$ cat config.mk
export PLATFORM = sky130hd
export DESIGN_NAME = systolic_input_feeder
export DESIGN_NICKNAME = d
export VERILOG_FILES = /design/src/rtl/systolic_input_feeder.sv
export SDC_FILE = /design/constraint.sdc
export NUM_CORES = 1
export LEC_CHECK = 0
export ABC_AREA = 1
export BUFFER_PORTS_ARGS = -buffer_cell sky130_fd_sc_hd__buf_2
export CAP_MARGIN = 40
export CORE_UTILIZATION = 49
export CTS_CLUSTER_DIAMETER = 120
export DETAILED_ROUTE_END_ITERATION = 10
export GPL_ROUTABILITY_DRIVEN = 0
export PLACE_DENSITY = 0.75
export SETUP_SLACK_MARGIN = 0.4
export SLEW_MARGIN = 20
export SYNTH_ARGS = -nofsm -noshare
export SYNTH_HDL_FRONTEND = slang
export SYNTH_SLANG_ARGS = --single-unit
export TNS_END_PERCENT = 100
$ cat constraint.sdc
create_clock -name clk -period 1.99 [get_ports clk]
set_input_delay 0.597 -clock clk [delete_from_list [all_inputs] [get_ports clk]]
set_output_delay 0.597 -clock clk [all_outputs]
set_load 0.01 [all_outputs]
$ cat src/rtl/systolic_input_feeder.sv
// West-edge feeder for the systolic array.
// Vectors are buffered in a small FIFO and driven into the PE rows with a
// diagonal skew: row r sees a vector r cycles later than row 0. Each lane
// carries valid/switch tags next to its data, and batch_done marks the moment
// the last vector of a batch leaves the bottom row.
module systolic_input_feeder #(
  parameter int DATA_WIDTH = 16,
  parameter int ROWS       = 2,
  parameter int DEPTH      = 4
) (
  input  logic                       clk,
  input  logic                       rst_n,
  input  logic                       in_valid,
  output logic                       in_ready,
  input  logic [ROWS*DATA_WIDTH-1:0] in_data,
  input  logic                       in_switch,
  input  logic                       in_last,
  output logic [ROWS*DATA_WIDTH-1:0] west_input,
  output logic [ROWS-1:0]            west_valid,
  output logic [ROWS-1:0]            west_switch,
  output logic                       batch_done,
  output logic                       busy
);

  localparam int AW = $clog2(DEPTH);
  localparam int CW = AW + 1;
  localparam int EW = ROWS * DATA_WIDTH + 2;

  typedef enum logic [1:0] {
    S_IDLE   = 2'd0,
    S_STREAM = 2'd1,
    S_DRAIN  = 2'd2
  } state_e;

  state_e state_q, state_d;

  // FIFO storage: each entry is {data, switch, last}
  logic [EW-1:0] mem_q [DEPTH];
  logic [EW-1:0] mem_d [DEPTH];
  logic [AW-1:0] wr_ptr_q, wr_ptr_d;
  logic [AW-1:0] rd_ptr_q, rd_ptr_d;
  logic [CW-1:0] count_q, count_d;

  logic full_s, empty_s, push_s, pop_s;
  logic [EW-1:0]              head_s;
  logic [ROWS*DATA_WIDTH-1:0] head_data_s;
  logic                       head_switch_s;
  logic                       head_last_s;

  // Skew stage tags: stage s holds the tags of the vector popped s edges ago
  logic [ROWS-1:0] tag_valid_q, tag_valid_d;
  logic [ROWS-1:0] tag_switch_q, tag_switch_d;
  logic [ROWS-1:0] tag_last_q, tag_last_d;

  // Data seen at stage r of lane r (the lane's tap point)
  logic [ROWS*DATA_WIDTH-1:0] lane_out_s;

  // Registered outputs
  logic [ROWS*DATA_WIDTH-1:0] west_input_q, west_input_d;
  logic [ROWS-1:0]            west_valid_q, west_valid_d;
  logic [ROWS-1:0]            west_switch_q, west_switch_d;
  logic                       batch_done_q, batch_done_d;

  assign full_s        = (count_q == CW'(DEPTH));
  assign empty_s       = (count_q == CW'(0));
  assign push_s        = in_valid & ~full_s;
  // No pops while the previous batch is still travelling through the skew
  assign pop_s         = (state_q != S_DRAIN) & ~empty_s;
  assign head_s        = mem_q[rd_ptr_q];
  assign head_data_s   = head_s[EW-1:2];
  assign head_switch_s = head_s[1];
  assign head_last_s   = head_s[0];

  // FIFO next-state: write on push, advance read pointer on pop
  always_comb begin
    mem_d    = mem_q;
    wr_ptr_d = wr_ptr_q;
    rd_ptr_d = rd_ptr_q;
    count_d  = count_q;
    if (push_s) begin
      mem_d[wr_ptr_q] = {in_data, in_switch, in_last};
      wr_ptr_d        = wr_ptr_q + AW'(1);
    end else begin
      wr_ptr_d = wr_ptr_q;
    end
    if (pop_s) begin
      rd_ptr_d = rd_ptr_q + AW'(1);
    end else begin
      rd_ptr_d = rd_ptr_q;
    end
    case ({push_s, pop_s})
      2'b10:   count_d = count_q + CW'(1);
      2'b01:   count_d = count_q - CW'(1);
      default: count_d = count_q;
    endcase
  end

  // FIFO state registers
  always_ff @(posedge clk or negedge rst_n) begin
    if (!rst_n) begin
      for (int i = 0; i < DEPTH; i++) begin
        mem_q[i] <= '0;
      end
      wr_ptr_q <= '0;
      rd_ptr_q <= '0;
      count_q  <= '0;
    end else begin
      mem_q    <= mem_d;
      wr_ptr_q <= wr_ptr_d;
      rd_ptr_q <= rd_ptr_d;
      count_q  <= count_d;
    end
  end

  // Batch FSM: a single-vector batch goes straight from IDLE to DRAIN
  always_comb begin
    state_d = state_q;
    case (state_q)
      S_IDLE: begin
        if (pop_s && head_last_s) begin
          state_d = S_DRAIN;
        end else if (pop_s) begin
          state_d = S_STREAM;
        end else begin
          state_d = S_IDLE;
        end
      end
      S_STREAM: begin
        if (pop_s && head_last_s) begin
          state_d = S_DRAIN;
        end else begin
          state_d = S_STREAM;
        end
      end
      S_DRAIN: begin
        if (batch_done_q) begin
          state_d = S_IDLE;
        end else begin
          state_d = S_DRAIN;
        end
      end
      default: state_d = S_IDLE;
    endcase
  end

  // FSM state register
  always_ff @(posedge clk or negedge rst_n) begin
    if (!rst_n) begin
      state_q <= S_IDLE;
    end else begin
      state_q <= state_d;
    end
  end

  // Tag shift chain: a popped entry enters stage 0, otherwise a bubble does
  always_comb begin
    tag_valid_d     = '0;
    tag_switch_d    = '0;
    tag_last_d      = '0;
    tag_valid_d[0]  = pop_s;
    tag_switch_d[0] = pop_s & head_switch_s;
    tag_last_d[0]   = pop_s & head_last_s;
    for (int s = 1; s < ROWS; s++) begin
      tag_valid_d[s]  = tag_valid_q[s-1];
      tag_switch_d[s] = tag_switch_q[s-1];
      tag_last_d[s]   = tag_last_q[s-1];
    end
  end

  // Tag stage registers
  always_ff @(posedge clk or negedge rst_n) begin
    if (!rst_n) begin
      tag_valid_q  <= '0;
      tag_switch_q <= '0;
      tag_last_q   <= '0;
    end else begin
      tag_valid_q  <= tag_valid_d;
      tag_switch_q <= tag_switch_d;
      tag_last_q   <= tag_last_d;
    end
  end

  // Per-lane data delay lines: lane r keeps r+1 stages of its own element
  for (genvar r = 0; r < ROWS; r++) begin : g_lane
    logic [DATA_WIDTH-1:0] sd_q [r+1];
    logic [DATA_WIDTH-1:0] sd_d [r+1];

    // Load element r on a pop (zero on a bubble) and shift down the lane
    always_comb begin
      sd_d[0] = pop_s ? head_data_s[r*DATA_WIDTH +: DATA_WIDTH] : '0;
      for (int s = 1; s <= r; s++) begin
        sd_d[s] = sd_q[s-1];
      end
    end

    // Lane data stage registers
    always_ff @(posedge clk or negedge rst_n) begin
      if (!rst_n) begin
        for (int s = 0; s <= r; s++) begin
          sd_q[s] <= '0;
        end
      end else begin
        sd_q <= sd_d;
      end
    end

    assign lane_out_s[r*DATA_WIDTH +: DATA_WIDTH] = sd_q[r];
  end

  // Output stage: lane r taps stage r; data is zero whenever valid is low
  always_comb begin
    west_input_d  = '0;
    west_valid_d  = '0;
    west_switch_d = '0;
    for (int r = 0; r < ROWS; r++) begin
      west_valid_d[r]  = tag_valid_q[r];
      west_switch_d[r] = tag_valid_q[r] & tag_switch_q[r];
      west_input_d[r*DATA_WIDTH +: DATA_WIDTH] =
        tag_valid_q[r] ? lane_out_s[r*DATA_WIDTH +: DATA_WIDTH] : '0;
    end
    batch_done_d = tag_valid_q[ROWS-1] & tag_last_q[ROWS-1];
  end

  // Output registers
  always_ff @(posedge clk or negedge rst_n) begin
    if (!rst_n) begin
      west_input_q  <= '0;
      west_valid_q  <= '0;
      west_switch_q <= '0;
      batch_done_q  <= 1'b0;
    end else begin
      west_input_q  <= west_input_d;
      west_valid_q  <= west_valid_d;
      west_switch_q <= west_switch_d;
      batch_done_q  <= batch_done_d;
    end
  end

  assign in_ready    = ~full_s;
  assign west_input  = west_input_q;
  assign west_valid  = west_valid_q;
  assign west_switch = west_switch_q;
  assign batch_done  = batch_done_q;
  assign busy        = (state_q != S_IDLE) | ~empty_s | (|west_valid_q);

endmodule

==> impl_metrics.json <==
{
  "ctsRootBufferMaster": "clkbuf_16",
  "dieWidth_um": 141,
  "hold_class": "in2reg",
  "synth_seq_cells": 235,
  "fin_worst_skew_ns": 0.0134,
  "cts.sinks": 235,
  "synth_cell_types": 25,
  "synth.net_count": 1051,
  "cp-end-kind": "output port",
  "swShare_pct": 36.8,
  "power_mw": 19.0,
  "tritoncts": "built",
  "ys_seq_area_share_pct": 61.8,
  "nets": 1131,
  "first_pass_iters": 5,
  "setup_tns_ns": 0,
  "maxSlewHeadroom_pct": 54.5,
  "comb_power_share_pct": 37.9,
  "grt_pass1_vias": 6963,
  "cp-start-kind": "flip-flop",
  "critical_path_class": "reg2out",
  "rr_worst_depth": 9,
  "fp.dieH_um": 141,
  "io_pins": 76,
  "power_switching_mw": 6.98,
  "synth.avg_cell_area_um2": 9.43,
  "yosys_warnings": 0,
  "power.density_nw_per_um2": 1690,
  "rows": 50,
  "clockBufferDepth": 3,
  "grt_max_degree": 62,
  "slew_violations": 0,
  "area_growth_pct": 18.3,
  "drtIter0Drc": 578,
  "grt_usage_pct": 22.3,
  "final_common_cell": "nand2_1",
  "drc": 0,
  "netlist_top_cells_area": "dfrtp_1 62%, nand2_1 9.3%, o21ai_0 8.7%, a21oi_1 5.4%, inv_1 4.7%",
  "vias_per_cell": 5.09,
  "drtAntennaViolNets": 0,
  "internal-power_mw": 12.0,
  "cts_inserted_buffers": 23,
  "critPathMaxFanout": 3,
  "grt_setup_unrepaired": "yes",
  "period_needed_ns": 1.91,
  "fmax_mhz": 523,
  "dieArea_um2": 20000,
  "start_util_pct": 50.3,
  "drive_gt1_share_pct": 18.3,
  "pwr-share-clk_pct": 21.3,
  "vdd_ir_drop_max_mv": 0.657,
  "hold_viol": 0,
  "grt_pass1_wl_um": 35100,
  "netlist.top_cell.by_area": "dfrtp_1",
  "routedWlPerCell_um": 15.6,
  "p_leak_nw": 5.72,
  "antenna_found_initial": 1,
  "critPathRequiredTime_ns": 1.39,
  "outcome": "finished, final reports clean",
  "wirelength_um": 21300,
  "htreeDepth": 1,
  "cp.arrival_ns": 1.32,
  "final_cell_mix": "235 x nand2_1, 234 x dfrtp_1, 160 x o21ai_0, 118 x inv_1, 101 x a21oi_1",
  "maxCapViolCount": 0,
  "clock_latency_ns": 0.50,
  "vias": 6933,
  "cts.clk_slew.worst_paths_ns": 0.06,
  "syn_inst": 1008,
  "synth_top_area_share_pct": 61.8,
  "portBuffers": 75,
  "fin_util_pct": 59.5,
  "setup_viol": 0,
  "syn_area_um2": 9510,
  "worst_pin_slew_ns": 0.682,
  "antenna_cells": 0,
  "hpwl_um": 12600,
  "seqPwrFrac_pct": 40.8,
  "coreArea_um2": 18900,
  "fin_crit_sh_pct": 96.2,
  "overflow": 0,
  "hold_path_depth": 3
}
-- cell type report --
cell class | count | area, um^2
timing repair buffer | 119 | 995
inverter | 121 | 458
clock inverter | 2 | 10.0
fill | 1562 | 7640
tap | 260 | 325
sequential | 235 | 5880
clock buffer | 36 | 684
multi-input combinational | 588 | 2890
-- power by group through the flow --
stage	Clock [mW]	Combinational (mW)	Sequential, mW
detailed placement	0	6.57	7.82
finish	4.03	7.18	7.75
global placement	0	6.27	7.72
floorplan	0	4.55	7.64
CTS	4.13	7.03	7.74
global route	4.30	8.10	7.97
-- metal layers --
layer | track usage, % | wire length (um)
met5 | 0 | 12
met4 | 7.32 | 390
met3 | 3.10 | 1240
met2 | 38.0 | 10800
met1 | 29.7 | 8820
-- logic make-up (layout without fill, tap and decap cells) --
group / Yosys count / count (layout) / synth area share (%)
fa+ha+maj: 6 / 6 / 0.868
simple gates: 271 / 271 / 11.7
compound gates: 308 / 308 / 17.0
buf+inv: 185 / 278 / 8.28
flops: 235 / 235 / 61.8
xor+xnor: 3 / 3 / 0.276
-- critical path: stages, from the launching register on --
cell,delay [ns]
dfrtp_1,0.40
nor2_2,0.18
nand4_1,0.10
buf_2,0.14
-- cell usage after synthesis, drive strengths merged --
cell type    n
clkinv       2
clkbuf      30
xnor2        1
nand2      253
buf         34
nor2        13
inv        119
xor2         2
nand4        2
ha           5
o21ai      206
nand3        3
fa           1
dfrtp      235
a21oi      102
-- state kept, by name, indices dropped and copies added (netlist names), 3 cells and up --
| signal | flops |
|---|---|
| count_q | 3 |
| mem_q | 136 |
| west_input | 32 |
| g_lane.sd_q | 32 |
| g_lane.sd_d | 16 |
-- path summary, 6_finish.rpt --
path	start	slack, ns	end
hold / removal	in_data[10]	0.34	mem_q[12]$_DFFE_PN0P_
setup / recovery	state_q[1]$_DFF_PN0_	0.08	busy
max in group asynchronous	rst_n	0.75	batch_done$_DFF_PN0_
setup reg to reg	count_q[0]$_DFFE_PN0P_	0.18	count_q[2]$_DFFE_PN0P_
hold reg to reg	g_lane[1].sd_d[2]$_DFF_PN0_	0.35	g_lane[1].sd_q[2]$_DFF_PN0_
min in group asynchronous	rst_n	0.58	mem_q[113]$_DFFE_PN0P_
-- stage by stage --
step | worst slack (ns) | cells | instance area, um^2 | hold slack [ns]
after CTS | 0.0895 | 1357 | 11200 | 0.331
after global placement | 0.156 | 1305 | 10200 | 0.332
after floorplan | 0.0562 | 1008 | 9540 | 0.301
final | 0.0761 | 1361 | 11300 | 0.342
after detailed placement | 0.140 | 1307 | 10300 | 0.336
after global routing | 0.0234 | 1361 | 11300 | 0.339
-- what timing repair did --
action,4_1_cts,5_1_grt
gates cloned,2,0
endpoints found under the setup margin,106,108
resized for setup,12,15
pin swaps,4,2
buffers inserted,9,4
hold buffers,1,0
endpoints found under the hold margin,38,0
No activity file was read; power rests on OpenSTA's default activity.
